<file path="src/rtl/ldm_stm_sequencer_pkg.sv">
// Shared CPU control definitions for the block-transfer (LDM/STM) sequencer:
// FSM state encoding, ALU operand-select codes and common widths.
package ldm_stm_sequencer_pkg;

    typedef enum logic [2:0] {
        ST_IDLE  = 3'd0,
        ST_SETUP = 3'd1,
        ST_XFER  = 3'd2,
        ST_WB    = 3'd3,
        ST_DONE  = 3'd4
    } state_t;

    localparam logic [1:0] SEL_IR   = 2'b00;
    localparam logic [1:0] SEL_CS   = 2'b01;
    localparam logic [1:0] SEL_UADD = 2'b10;

    localparam int LIST_W = 16;
    localparam int CNT_W  = 5;
    localparam int IDX_W  = 4;
    localparam int OFF_W  = 8;

endpackage

</file>
<file path="src/rtl/ldm_stm_sequencer_reg_list_scan.sv">
// Register-list scanner: population count and index of the lowest set bit
// of a 16-bit LDM/STM register list (lowest = 0 when the list is empty).
module reg_list_scan
    import ldm_stm_sequencer_pkg::*;
(
    input  logic [LIST_W-1:0] list,
    output logic [CNT_W-1:0]  count,
    output logic [IDX_W-1:0]  lowest
);

    always_comb begin
        count  = '0;
        lowest = '0;
        // Walking downwards lets the last hit be the lowest set bit.
        for (int i = LIST_W - 1; i >= 0; i--) begin
            count = count + CNT_W'(list[i]);
            if (list[i]) begin
                lowest = IDX_W'(i);
            end
        end
    end

endmodule

</file>
<file path="src/rtl/ldm_stm_sequencer.sv">
// LDM/STM block-transfer sequencer: walks the register list lowest-first,
// issues one word request per register, then optionally writes back Rn.
module ldm_stm_sequencer
    import ldm_stm_sequencer_pkg::*;
(
    input  logic                    clk,
    input  logic                    rst,
    input  logic                    start,
    input  logic [LIST_W-1:0]       reg_list,
    input  logic [IDX_W-1:0]        rn,
    input  logic                    u_bit,
    input  logic                    p_bit,
    input  logic                    w_bit,
    input  logic                    l_bit,
    input  logic                    mem_ready,
    output logic                    busy,
    output logic                    done,
    output logic                    mem_req,
    output logic                    mem_we,
    output logic [IDX_W-1:0]        reg_idx,
    output logic signed [OFF_W-1:0] addr_off,
    output logic                    wb_en,
    output logic signed [OFF_W-1:0] wb_off,
    output logic [1:0]              alu_op_mux,
    output logic                    alu_u
);

    state_t state, state_nxt;

    logic [LIST_W-1:0]       list_q;
    logic [LIST_W-1:0]       pending_q;
    logic [IDX_W-1:0]        rn_q;
    logic                    u_q, p_q, w_q, l_q;
    logic [CNT_W-1:0]        n_q;
    logic signed [OFF_W-1:0] off_q;

    logic [CNT_W-1:0] scan_count;
    logic [IDX_W-1:0] scan_lowest;
    logic             word_done;
    logic             last_word;
    logic             wb_allowed;

    // 4*n as a non-negative signed byte count; n <= 16 keeps it within +64.
    function automatic logic signed [OFF_W-1:0] span_bytes(input logic [CNT_W-1:0] n);
        return signed'({1'b0, n, 2'b00});
    endfunction

    function automatic logic signed [OFF_W-1:0] lowest_offset(
        input logic             p,
        input logic             u,
        input logic [CNT_W-1:0] n
    );
        logic signed [OFF_W-1:0] span;
        span = span_bytes(n);
        case ({p, u})
            2'b01:   return 8'sd0;         // IA
            2'b11:   return 8'sd4;         // IB
            2'b00:   return 8'sd4 - span;  // DA
            default: return -span;         // DB
        endcase
    endfunction

    function automatic logic signed [OFF_W-1:0] writeback_offset(
        input logic             u,
        input logic [CNT_W-1:0] n
    );
        return u ? span_bytes(n) : -span_bytes(n);
    endfunction

    // The pending list equals the latched list in SETUP, so one scanner
    // serves both the word count and the per-word register selection.
    reg_list_scan u_scan (
        .list   (pending_q),
        .count  (scan_count),
        .lowest (scan_lowest)
    );

    assign word_done  = (state == ST_XFER) && mem_ready;
    assign last_word  = word_done && (scan_count == CNT_W'(1));
    // A load that includes the base register keeps the loaded value.
    assign wb_allowed = w_q && !(l_q && list_q[rn_q]);

    always_ff @(posedge clk) begin
        if (rst) begin
            state <= ST_IDLE;
        end else begin
            state <= state_nxt;
        end
    end

    always_comb begin
        state_nxt = state;
        case (state)
            ST_IDLE:  if (start) state_nxt = ST_SETUP;
            ST_SETUP: state_nxt = (scan_count == '0) ? ST_DONE : ST_XFER;
            ST_XFER:  if (last_word) state_nxt = wb_allowed ? ST_WB : ST_DONE;
            ST_WB:    state_nxt = ST_DONE;
            ST_DONE:  state_nxt = ST_IDLE;
            default:  state_nxt = ST_IDLE;
        endcase
    end

    always_ff @(posedge clk) begin
        if (rst) begin
            list_q    <= '0;
            pending_q <= '0;
            rn_q      <= '0;
            u_q       <= 1'b0;
            p_q       <= 1'b0;
            w_q       <= 1'b0;
            l_q       <= 1'b0;
            n_q       <= '0;
            off_q     <= '0;
        end else begin
            if (state == ST_IDLE && start) begin
                list_q    <= reg_list;
                pending_q <= reg_list;
                rn_q      <= rn;
                u_q       <= u_bit;
                p_q       <= p_bit;
                w_q       <= w_bit;
                l_q       <= l_bit;
            end
            if (state == ST_SETUP) begin
                n_q   <= scan_count;
                off_q <= lowest_offset(p_q, u_q, scan_count);
            end
            // x & (x-1) drops the lowest set bit: the register just moved.
            if (word_done) begin
                pending_q <= pending_q & (pending_q - LIST_W'(1));
                off_q     <= off_q + 8'sd4;
            end
        end
    end

    always_comb begin
        busy       = (state != ST_IDLE);
        done       = 1'b0;
        mem_req    = 1'b0;
        mem_we     = 1'b0;
        reg_idx    = '0;
        addr_off   = '0;
        wb_en      = 1'b0;
        wb_off     = '0;
        alu_op_mux = SEL_IR;
        alu_u      = 1'b0;
        case (state)
            ST_XFER: begin
                mem_req  = 1'b1;
                mem_we   = ~l_q;
                reg_idx  = scan_lowest;
                addr_off = off_q;
            end
            ST_WB: begin
                wb_en      = 1'b1;
                wb_off     = writeback_offset(u_q, n_q);
                alu_op_mux = SEL_UADD;
                alu_u      = u_q;
            end
            ST_DONE: done = 1'b1;
            default: ;
        endcase
    end

endmodule
</file>
<file path="config.mk">
export PLATFORM = sky130hd
export DESIGN_NAME = ldm_stm_sequencer
export DESIGN_NICKNAME = d
export VERILOG_FILES = /design/src/rtl/ldm_stm_sequencer_pkg.sv /design/src/rtl/ldm_stm_sequencer_reg_list_scan.sv /design/src/rtl/ldm_stm_sequencer.sv
export SDC_FILE = /design/constraint.sdc
export NUM_CORES = 1
export LEC_CHECK = 0
export CELL_PAD_IN_SITES_DETAIL_PLACEMENT = 1
export CELL_PAD_IN_SITES_GLOBAL_PLACEMENT = 1
export CORE_ASPECT_RATIO = 2
export CORE_UTILIZATION = 39
export CTS_CLUSTER_SIZE = 24
export DETAILED_ROUTE_END_ITERATION = 10
export PLACE_DENSITY = 0.86
export SYNTH_ARGS = -nofsm -noshare
export SYNTH_HDL_FRONTEND = slang
export SYNTH_SLANG_ARGS = --single-unit
export TNS_END_PERCENT = 100
</file>
<file path="constraint.sdc">
create_clock -name clk -period 5.7 [get_ports clk]
set_input_delay 1.14 -clock clk [delete_from_list [all_inputs] [get_ports clk]]
set_output_delay 1.14 -clock clk [all_outputs]
set_load 0.02 [all_outputs]
</file>
Word level (Yosys, flattened, before mapping)

Cells that the tools add are included.

Register bits after elaboration: 56
Input port bits: 28
Output and inout port bits: 28
Word-level logic and storage cells: 93

Add/subtract/negate cells: 20
$lt $le $gt $ge: 1
Equal/unequal tests: 9
Muxes and demuxes: 38
Bitwise gates (word level): 2
Reductions and logical operators: 13

Operators with widths:

| kind                                                                         | number |
|---|---|
| 5-bit by 1-bit adder with 5-bit output                                       | 14 |
| 4-bit two-way mux                                                            | 17 |
| 8-bit two-way mux                                                            | 5 |
| 16-bit two-way mux                                                           | 2 |
| 8-bit one-hot mux with 3 select lines                                        | 1 |
| 16-bit bitwise AND                                                           | 1 |
| 7-bit negator with 8-bit output                                              | 2 |
| 16-bit by 1-bit subtractor with 16-bit output, second input constant         | 1 |
| 3-bit two-way mux                                                            | 4 |
| 3-bit one-hot mux with 4 select lines                                        | 1 |
| 8-bit by 4-bit adder with 8-bit output, second input constant                | 1 |
| 3-bit by 7-bit subtractor with 8-bit output, first input constant            | 1 |
| 3-bit by 2-bit == test with 1-bit output, second input constant              | 2 |
| 1-bit two-way mux                                                            | 6 |
| 5-bit by 1-bit == test with 1-bit output, second input constant              | 1 |
| 1-bit logical AND                                                            | 5 |
| 5-bit zero test                                                              | 1 |
| 4-bit by 5-bit less-than comparator with 1-bit output, second input constant | 1 |
| 1-bit binary-select mux with 4-bit select                                    | 1 |
| 2-bit inequality test, second input constant                                 | 2 |
| 2-bit nonzero test                                                           | 2 |
| 3-bit by 1-bit == test with 1-bit output, second input constant              | 1 |
| 3-bit == test, second input constant                                         | 1 |
| 3-bit zero test                                                              | 1 |
| other kinds (9)                                                              | 9 |

Longest topological paths before layout

Gate-level depths: netlist of the first run.

Word-level depth: 19
Gate-level depth with buffers: 19
Depth with buffers taken out: 19

Hierarchy

A second synthesis of the first run with hierarchy kept.

Cell total of the unflattened synthesis: 429
Area, all modules: 3375.7 µm²

By module, submodules not included:

| module            | times used | cells each | area an instance (µm²) | sequential area each (µm²) |
|---|---|---|---|---|
| ldm_stm_sequencer | 1          | 359        | 2815.2                 | 1081.0 |
| reg_list_scan     | 1          | 70         | 560.5                  | 0.0 |

Worst setup path after synthesis of the first run

Ideal clock, no wire load.

Kind: flip-flop to flip-flop
Start: register pending_q[14]
End: register off_q[6]
Library setup time: 127 ps
Arrival time: 4662 ps
Required time: 5573 ps
Slack: 910 ps
Stages on the path, launching flop included: 17
Buffers on the path: 0
Clock period less this slack: 4790 ps
Cells stage by stage: dfxtp_1 -> inv_1 -> ha_1 -> inv_1 -> fa_1 -> fa_1 -> fa_1 -> fa_1 -> fa_1 -> fa_1 -> ha_1 -> nand2_1 -> nor2_1 -> ha_1 -> a31o_2 -> a41oi_1 -> o31ai_1

Word-level cells in the longest chain between the ends: 19
Elaborated cells between the ends (all ways): 20
Classes of those cells: 17 x add/sub; 3 x mux

RTL lines:

| what                                                                                           | RTL line                                         | RTL |
|---|---|---|
| from (decl)                                                                                    | ldm_stm_sequencer.sv:31                          | `logic [LIST_W-1:0] pending_q;` |
| from (signal assigned)                                                                         | ldm_stm_sequencer.sv:117                         | `pending_q <= reg_list;` |
| from (signal assigned)                                                                         | ldm_stm_sequencer.sv:130                         | `pending_q <= pending_q & (pending_q - LIST_W'(1));` |
| 1-bit by 1-bit adder with 2-bit output *                                                       | ldm_stm_sequencer_reg_list_scan.sv:16            | `count = count + CNT_W'(list[i]);` |
| 5-bit by 1-bit adder with 5-bit output * (14 in series)                                        | ldm_stm_sequencer_reg_list_scan.sv:16            |  |
| 7-bit negator with 8-bit output or 3-bit by 7-bit subtractor with 8-bit output (tied branches) | ldm_stm_sequencer.sv:59, ldm_stm_sequencer.sv:58 |  |
| 8-bit one-hot mux with 3 select lines *                                                        | ldm_stm_sequencer.sv:55                          | `case ({p, u})` |
| 8-bit two-way mux *                                                                            | ldm_stm_sequencer.sv:124                         | `if (state == ST_SETUP) begin` |
| 8-bit two-way mux *                                                                            | ldm_stm_sequencer.sv:129                         | `if (word_done) begin` |
| to (signal assigned)                                                                           | ldm_stm_sequencer.sv:126                         | `off_q <= lowest_offset(p_q, u_q, scan_count);` |
| to (signal assigned)                                                                           | ldm_stm_sequencer.sv:131                         | `off_q <= off_q + 8'sd4;` |
| to (decl)                                                                                      | ldm_stm_sequencer.sv:35                          | `logic signed [OFF_W-1:0] off_q;` |

Mark *: on every way between the ends. The rest lies on a longest branch, timed or not. The select of a mux whose other input is x is not followed.
A chain may end at the register's enable or synchronous reset.

Worst setup path after layout of the first run

Ends and elaborated chain as after synthesis.

==> impl_metrics.csv, run 1 <==
group,metric,value,unit
route,postRouteAntennaNets,0,
clocking,htree_levels,2,
yosys,synthTopCellsByArea,"dfxtp_1 (33%), a21oi_1 (8.6%), nand2_1 (7.1%)",
yosys,ys_types,56,
route,drcViolationCount,0,
final_layout,drive_gt1_share,5.00,%
worst_setup_path,r2r-start,"pending_q[14]",
yosys,synth.avg_cell_area,8.01,µm²
yosys,ys_seq_area_share,33.3,%
yosys,synth_top_area_cell,"dfxtp_1",
route,drt_iter0_markers,83,
yosys,synth_seq_cells,54,
power_and_ir_drop,vdd_drop_max,269,µV
final_layout,fillCellCount,981,
worst_setup_path,critical_path_arrival,5410,ps
hold_path,whs_endpoint,"list_q[2]",
worst_setup_path,path_max_fanout,5,
grt,grt_max_degree,55,
grt,grt_usage,24.6,%
final_layout,syn_to_final_growth,20.1,%
floorplanning,coreArea,0.00800,mm²
clocking,clk_latency,300,ps
route,vias,3086,
clocking,post_cts_resized,0,
sta,tightest_slew,1130,ps
worst_setup_path,cp-startpoint,"pending_q[14]",
power_and_ir_drop,pwr_density_cell,555,mW/mm²
sta,drv_slew,0,
worst_setup_path,critical_path_class,"reg -> reg",
yosys,synthCells,405,
yosys,synthDominantCellAreaShare,33.3,%
floorplanning,die-area,0.00871,mm²
clocking,clockBufferDepth,2,
clocking,cts.sink_count,54,
sta,finalSetupTns,0,ps
clocking,postCtsHoldBufs,0,
worst_setup_path,cp-start-kind,"flop",
sta,fin_crit,5260,ps
floorplanning,num_io_pins,56,
floorplanning,start_util,40.6,%
worst_setup_path,endpoint_kind,"flop",
final_layout,seq_area,0.00108,mm²
sta,max-slew-margin-rel,24.7,%
clocking,cts_tree,"built",
hold_path,hp-class,"reg -> reg",
yosys,synthArstFlopShare,0,%
grt,grt_pass1_vias,3256,
sta,period_share,92.3,%
place,port_buffers,50,
worst_setup_path,reg2regPathDepth,16,
route,dr.pass1.iters,4,
sta,fmax,190,MHz
final_layout,nets,492,
floorplanning,die_h,131,µm
clocking,post_cts_buffers,0,
yosys,synth_most_common_cell,"nand2_1",
run,cap_violations,0,
route,wire_per_inst,18.3,µm
hold_path,worstHoldStart,"list_q[2]",
power_and_ir_drop,power,2160,µW
worst_setup_path,r2r-end,"off_q[6]",
yosys,ys.flop_type,"dfxtp_1",
final_layout,n_antenna_cell,0,
place,routabilityCongestion,0.900,
power_and_ir_drop,p_leak,0.00144,µW
sta,clock_skew,7.09,ps
final_layout,multi_input_area,0.00194,mm²
route,viasPerCell,5.76,
worst_setup_path,rrSetupSlack,440,ps
worst_setup_path,worstPathRequired,5850,ps
yosys,synth_edf_count,0,
sta,hold_viol_final,0,
clocking,numCtsBuffers,5,
clocking,clk_pin_slew,80,ps
route,wl,9800,µm
grt,antenna_found_initial,0,
sta,setup_viol,0,
yosys,synth_common_cells,"nand2_1 (61), a21oi_1 (56), dfxtp_1 (54)",
run_status,status,"finished clean",
yosys,netlist_area,0.00324,mm²
sta,grt_setup_unrepaired,"false",
place,dp_hpwl,7770,µm
grt,grt_first_pass_wirelength,15800,µm
floorplanning,die_w,66.5,µm
floorplanning,rows,46,
grt,gr-total-overflow,0,
clocking,cts_root_buffer,"clkbuf_16",
yosys,yosys_warnings,0,
hold_path,hold_depth,2,
[worst max-delay path: stages (launching register included)]
cell and delay, ps:
dfxtp_1 390, inv_1 100, ha_1 300, inv_1 90, fa_1 450, fa_1 500
fa_1 550, fa_1 440, fa_1 440, fa_1 460, xor2_1 420, nand2_1 100
nor2_1 100, ha_1 230, a31o_2 240, a41oi_1 170, o31ai_1 100
[sequential cells by signal, summed over array words and instances, names as in the netlist]
signal,count
l_q,1
u_q,1
w_q,1
rn_q,4
p_q,1
list_q,16
off_q,6
pending_q,16
state,3
n_q,5
[layout by cell type (no fill, tap or decap), drive strengths merged, types with 3 or more instances in the layout]
master,count
inv,32
and2,3
mux4,3
nand3,8
nor2b,5
a41oi,3
and3,8
dfxtp,54
conb,5
nand3b,5
mux2i,5
fa,10
nor3,8
a21oi,56
a31oi,5
o211ai,3
clkdlybuf4s50,49
ha,14
nand2b,3
xnor2,3
xor2,4
or4,4
o21ai,16
a211oi,7
nand2,61
or3,4
nor2,29
clkbuf,5
[power breakdown]
group / internal, µW / total [µW] / switching, µW / leakage (µW)
registers: 460 / 563 / 103 / 0.000442
clock network: 162 / 311 / 149 / 0.0000701
logic: 539 / 1290 / 751 / 0.000931
total: 1160 / 2160 / 1000 / 0.00144
[per-layer routing]
metal  global-route usage (%)  up-vias  routed length (µm)
li1                         -     1463                   -
met1                     20.6     1490                3160
met2                     48.9       88                5760
met3                     4.34       45                 245
met4                     17.6        0                 633
met5                        0        -                   0
[layout make-up]
type	instances	area share, %
clock buffers	5	3.21
clock inverters	2	0.353
inverters	31	2.99
multi-input cells	297	49.7
flip-flops and latches	54	27.7
well taps	96	3.08
repair buffers	51	12.9
[kinds of logic (layout without fill, tap and decap cells)]
kind of cell               after synthesis  in the layout  synth area share, %
AOI/OAI and AO/OA                      105            105                 19.5
xor gates and xnor gates                 7              7                 1.89
adders and majority gates               24             24                 11.6
buffers and inverters                   58             89                 7.64
DFF                                     54             54                 33.3
muxes                                    9              9                 3.97
other                                    1              5                0.116
and+or+nand+nor                        147            147                 22.0
[stage by stage]
stage	setup slack [ps]	utilization, %	instances	area, µm²	hold WS [ps]
6_report	441	48.7	536	3900	457
5_1_grt	168	48.7	536	3900	468
4_1_cts	445	48.7	536	3900	459
3_5_place_dp	455	47.0	529	3760	449
3_3_place_gp	727	47.0	529	3760	438
2_1_floorplan	910	-	409	3260	433
[how the worst max path moves through the flow]
stage,to,slack (ps),cells past startpoint
after CTS,off_q[6],450,16
after global placement,off_q[6],730,16
after detailed placement,off_q[6],450,16
after floorplan,off_q[6],910,16
final,off_q[6],440,16
after global routing,off_q[6],170,16
Note: power is estimated with default switching activity, not from simulation.
==> run 2: changes to the inputs <==
--- a/config.mk
+++ b/config.mk
@@ -11,6 +11,7 @@
 export CORE_UTILIZATION = 39
 export CTS_CLUSTER_SIZE = 24
 export DETAILED_ROUTE_END_ITERATION = 10
+export HOLD_SLACK_MARGIN = 0.03
 export PLACE_DENSITY = 0.86
 export SYNTH_ARGS = -nofsm -noshare
 export SYNTH_HDL_FRONTEND = slang
==> results of run 2 <==
The final DEF is identical to that of run 1; final timing and power are the same.
==> patch, RTL diff (flow settings as in run 1) <==
Change the package constant `LIST_W` from 16 to 32.
--- a/src/rtl/ldm_stm_sequencer_pkg.sv
+++ b/src/rtl/ldm_stm_sequencer_pkg.sv
@@ -16,3 +16,3 @@
 
-    localparam int LIST_W = 16;
+    localparam int LIST_W = 32;
     localparam int CNT_W  = 5;
Ports: changed (resized reg_list); port bits go from 56 to 72. The function was not compared with the original's and may differ.
==> patch against run 1 <==
Setup slack got worse by 0.72 ns. Maximum frequency fell by 12%. Sequential share of layout area down 3.7 points. Core utilization up 3.4 points. Critical path type unchanged. Routed wire length up 67%. Clock skew is 0.0022 ns lower. Synthesized area increased by 38%. Sequential cell count increased by 16. Design area increased by 50%. Via count increased by 47%. Largest cell class unchanged. The run now ends with negative setup slack left. Highest routed layer unchanged.
Power is not shown: default switching activity piles up to over one toggle a cycle in this logic, so the estimate is an artifact.
==> patch: results (changes against run 1) <==
[final_layout]
drive_gt1_frac=0.131  ; +0.0815
largest-register=pending_q
diodes=0  ; unchanged
n_fill_cell=1369  ; +40%
fin_nets=718  ; +46%
reg.largest.list=pending_q x32, list_q x16, off_q x6
stdcell_count=781  ; +46%

[placed_design]
placed_cells=757  ; +43%
placedInstanceArea_sq_um=5370  ; +43%
io_buffers=66  ; +32%
preCtsSetupSlack_ns=-0.286  ; -0.741 ns
dpl.hpwl_mm=11.9  ; +53%
gp_congestion=0.956  ; +6.2%

[timing]
worst_pin_slew_ns=1.13  ; +0.00608 ns
tns_ns=-0.961  ; -0.961 ns
finalClockSkew_ns=0.00486  ; -0.00223 ns
setup_ws_ns=-0.277  ; -0.718 ns
setup_viol=7  ; +7

[worst_hold_path]
worst_hold_path_type=reg2reg

[clock_tree]
clkTransAtPathRegs_ns=0.06  ; -0.02 ns
cts_made_buffers=9  ; +4
root_buffer=clkbuf_16
ctsHtreeMaxLevel=3  ; +1
clkLatencyLatePin_ns=0.34  ; +0.04 ns
clock_path_buffers=2  ; unchanged

[yosys]
yosys.area_share.xor_xnor=0.0209  ; +0.00204
ys_types=60  ; +7.1%
synth-edff-count=0  ; unchanged
syn_avg_cell_area_sq_um=8.13  ; +1.5%
synth_async_sr_flop_share=0  ; unchanged
yosysWarnings=0  ; unchanged
ys_seq_area_frac=0.313  ; -0.0205
muxShareOfSynthArea=0.0318  ; -0.00790
synthTopCellsByArea=dfxtp_1 31%, fa_1 11%, a21oi_1 7.3%
synth_adder_area_share=0.152  ; +0.0362
synthTopCellsByCount=79 x nand2_1, 70 x dfxtp_1, 65 x a21oi_1, 49 x inv_1, 48 x nor2_1
synth_compound_area_frac=0.203  ; +0.00792

[worst_setup_path]
critPathMaxStageDelay_ns=0.61  ; +0.06 ns
crit_fanout=3  ; -2
slowest_stage=fa_2
required_ns=5.92  ; +0.07 ns
reg2reg_depth=20  ; +4
cp_top_family=adder cells

[global_routing]
grt_max_degree=56  ; +1.8%
first_global_vias=4968  ; +53%
grt_pass1_wl_mm=25.2  ; +60%
grtUsageTotal=0.277  ; +0.0303

[route]
routed_wl_mm=16.4  ; +67%
vias=4542  ; +47%
first_iter_violations=253  ; +200%
dr.pass1.iters=4  ; unchanged

[status]
violations=negative setup slack
status=complete, but fails checks

[patch: cell types whose count changed after synthesis, moves of 3 or more]
cell      delta
nor2_1      +19
inv_1       +18
nor2b_1      -3
o21ai_0     +12
and2_1       +4
dfxtp_1     +16
fa_1        +14
a21oi_1      +9
nor4_1      +10
nor3_1       +5
nand2_1     +18
a32o_1      +11
clkbuf_1     +5
[patch: metal layers]
layer / GRT usage / routed length (um) / up-vias / part of all wire
met4: 0.198 / 1050 / 0 / 0.064
met1: 0.267 / 5670 / 2241 / 0.35
met3: 0.0451 / 583 / 61 / 0.036
met5: 0 / 0 / - / 0
li1: - / - / 2075 / -
met2: 0.516 / 9050 / 165 / 0.55
[patch: final timing paths]
check / startpoint / end / slack [ns]
worst min register to register: list_q[8] / list_q[8] / 0.47
worst min-delay path: list_q[8] / list_q[8] / 0.47
worst max-delay path: pending_q[30] / off_q[5] / -0.28
worst max register to register: pending_q[30] / off_q[5] / -0.28
[patch: area by class of cell]
| class | count | area, sq um | share of cell area |
|---|---|---|---|
| clock buffer | 10 | 229 | 0.0392 |
| clock inverter | 6 | 70.1 | 0.0120 |
| inverter | 50 | 188 | 0.0321 |
| multi-input combinational | 404 | 2860 | 0.490 |
| sequential | 70 | 1400 | 0.240 |
| tap | 142 | 178 | 0.0304 |
| timing repair buffer | 99 | 907 | 0.155 |
[patch: logic make-up (layout without fill, tap and decap cells)]
family / Yosys count / count (layout)
AOI/OAI and AO/OA: 146 / 146
and+or+nand+nor: 195 / 195
DFF: 70 / 70
buffers and inverters: 81 / 165
muxes: 9 / 9
other: 1 / 5
xor gates and xnor gates: 9 / 9
adders and majority gates: 40 / 40
[patch: timing repair]
action | CTS | global route
buffers inserted | 4 | 4
hold buffers | 0 | 0
pin swaps | 16 | 4
endpoints found under the setup margin | 7 | 7
gates resized for setup | 17 | 8
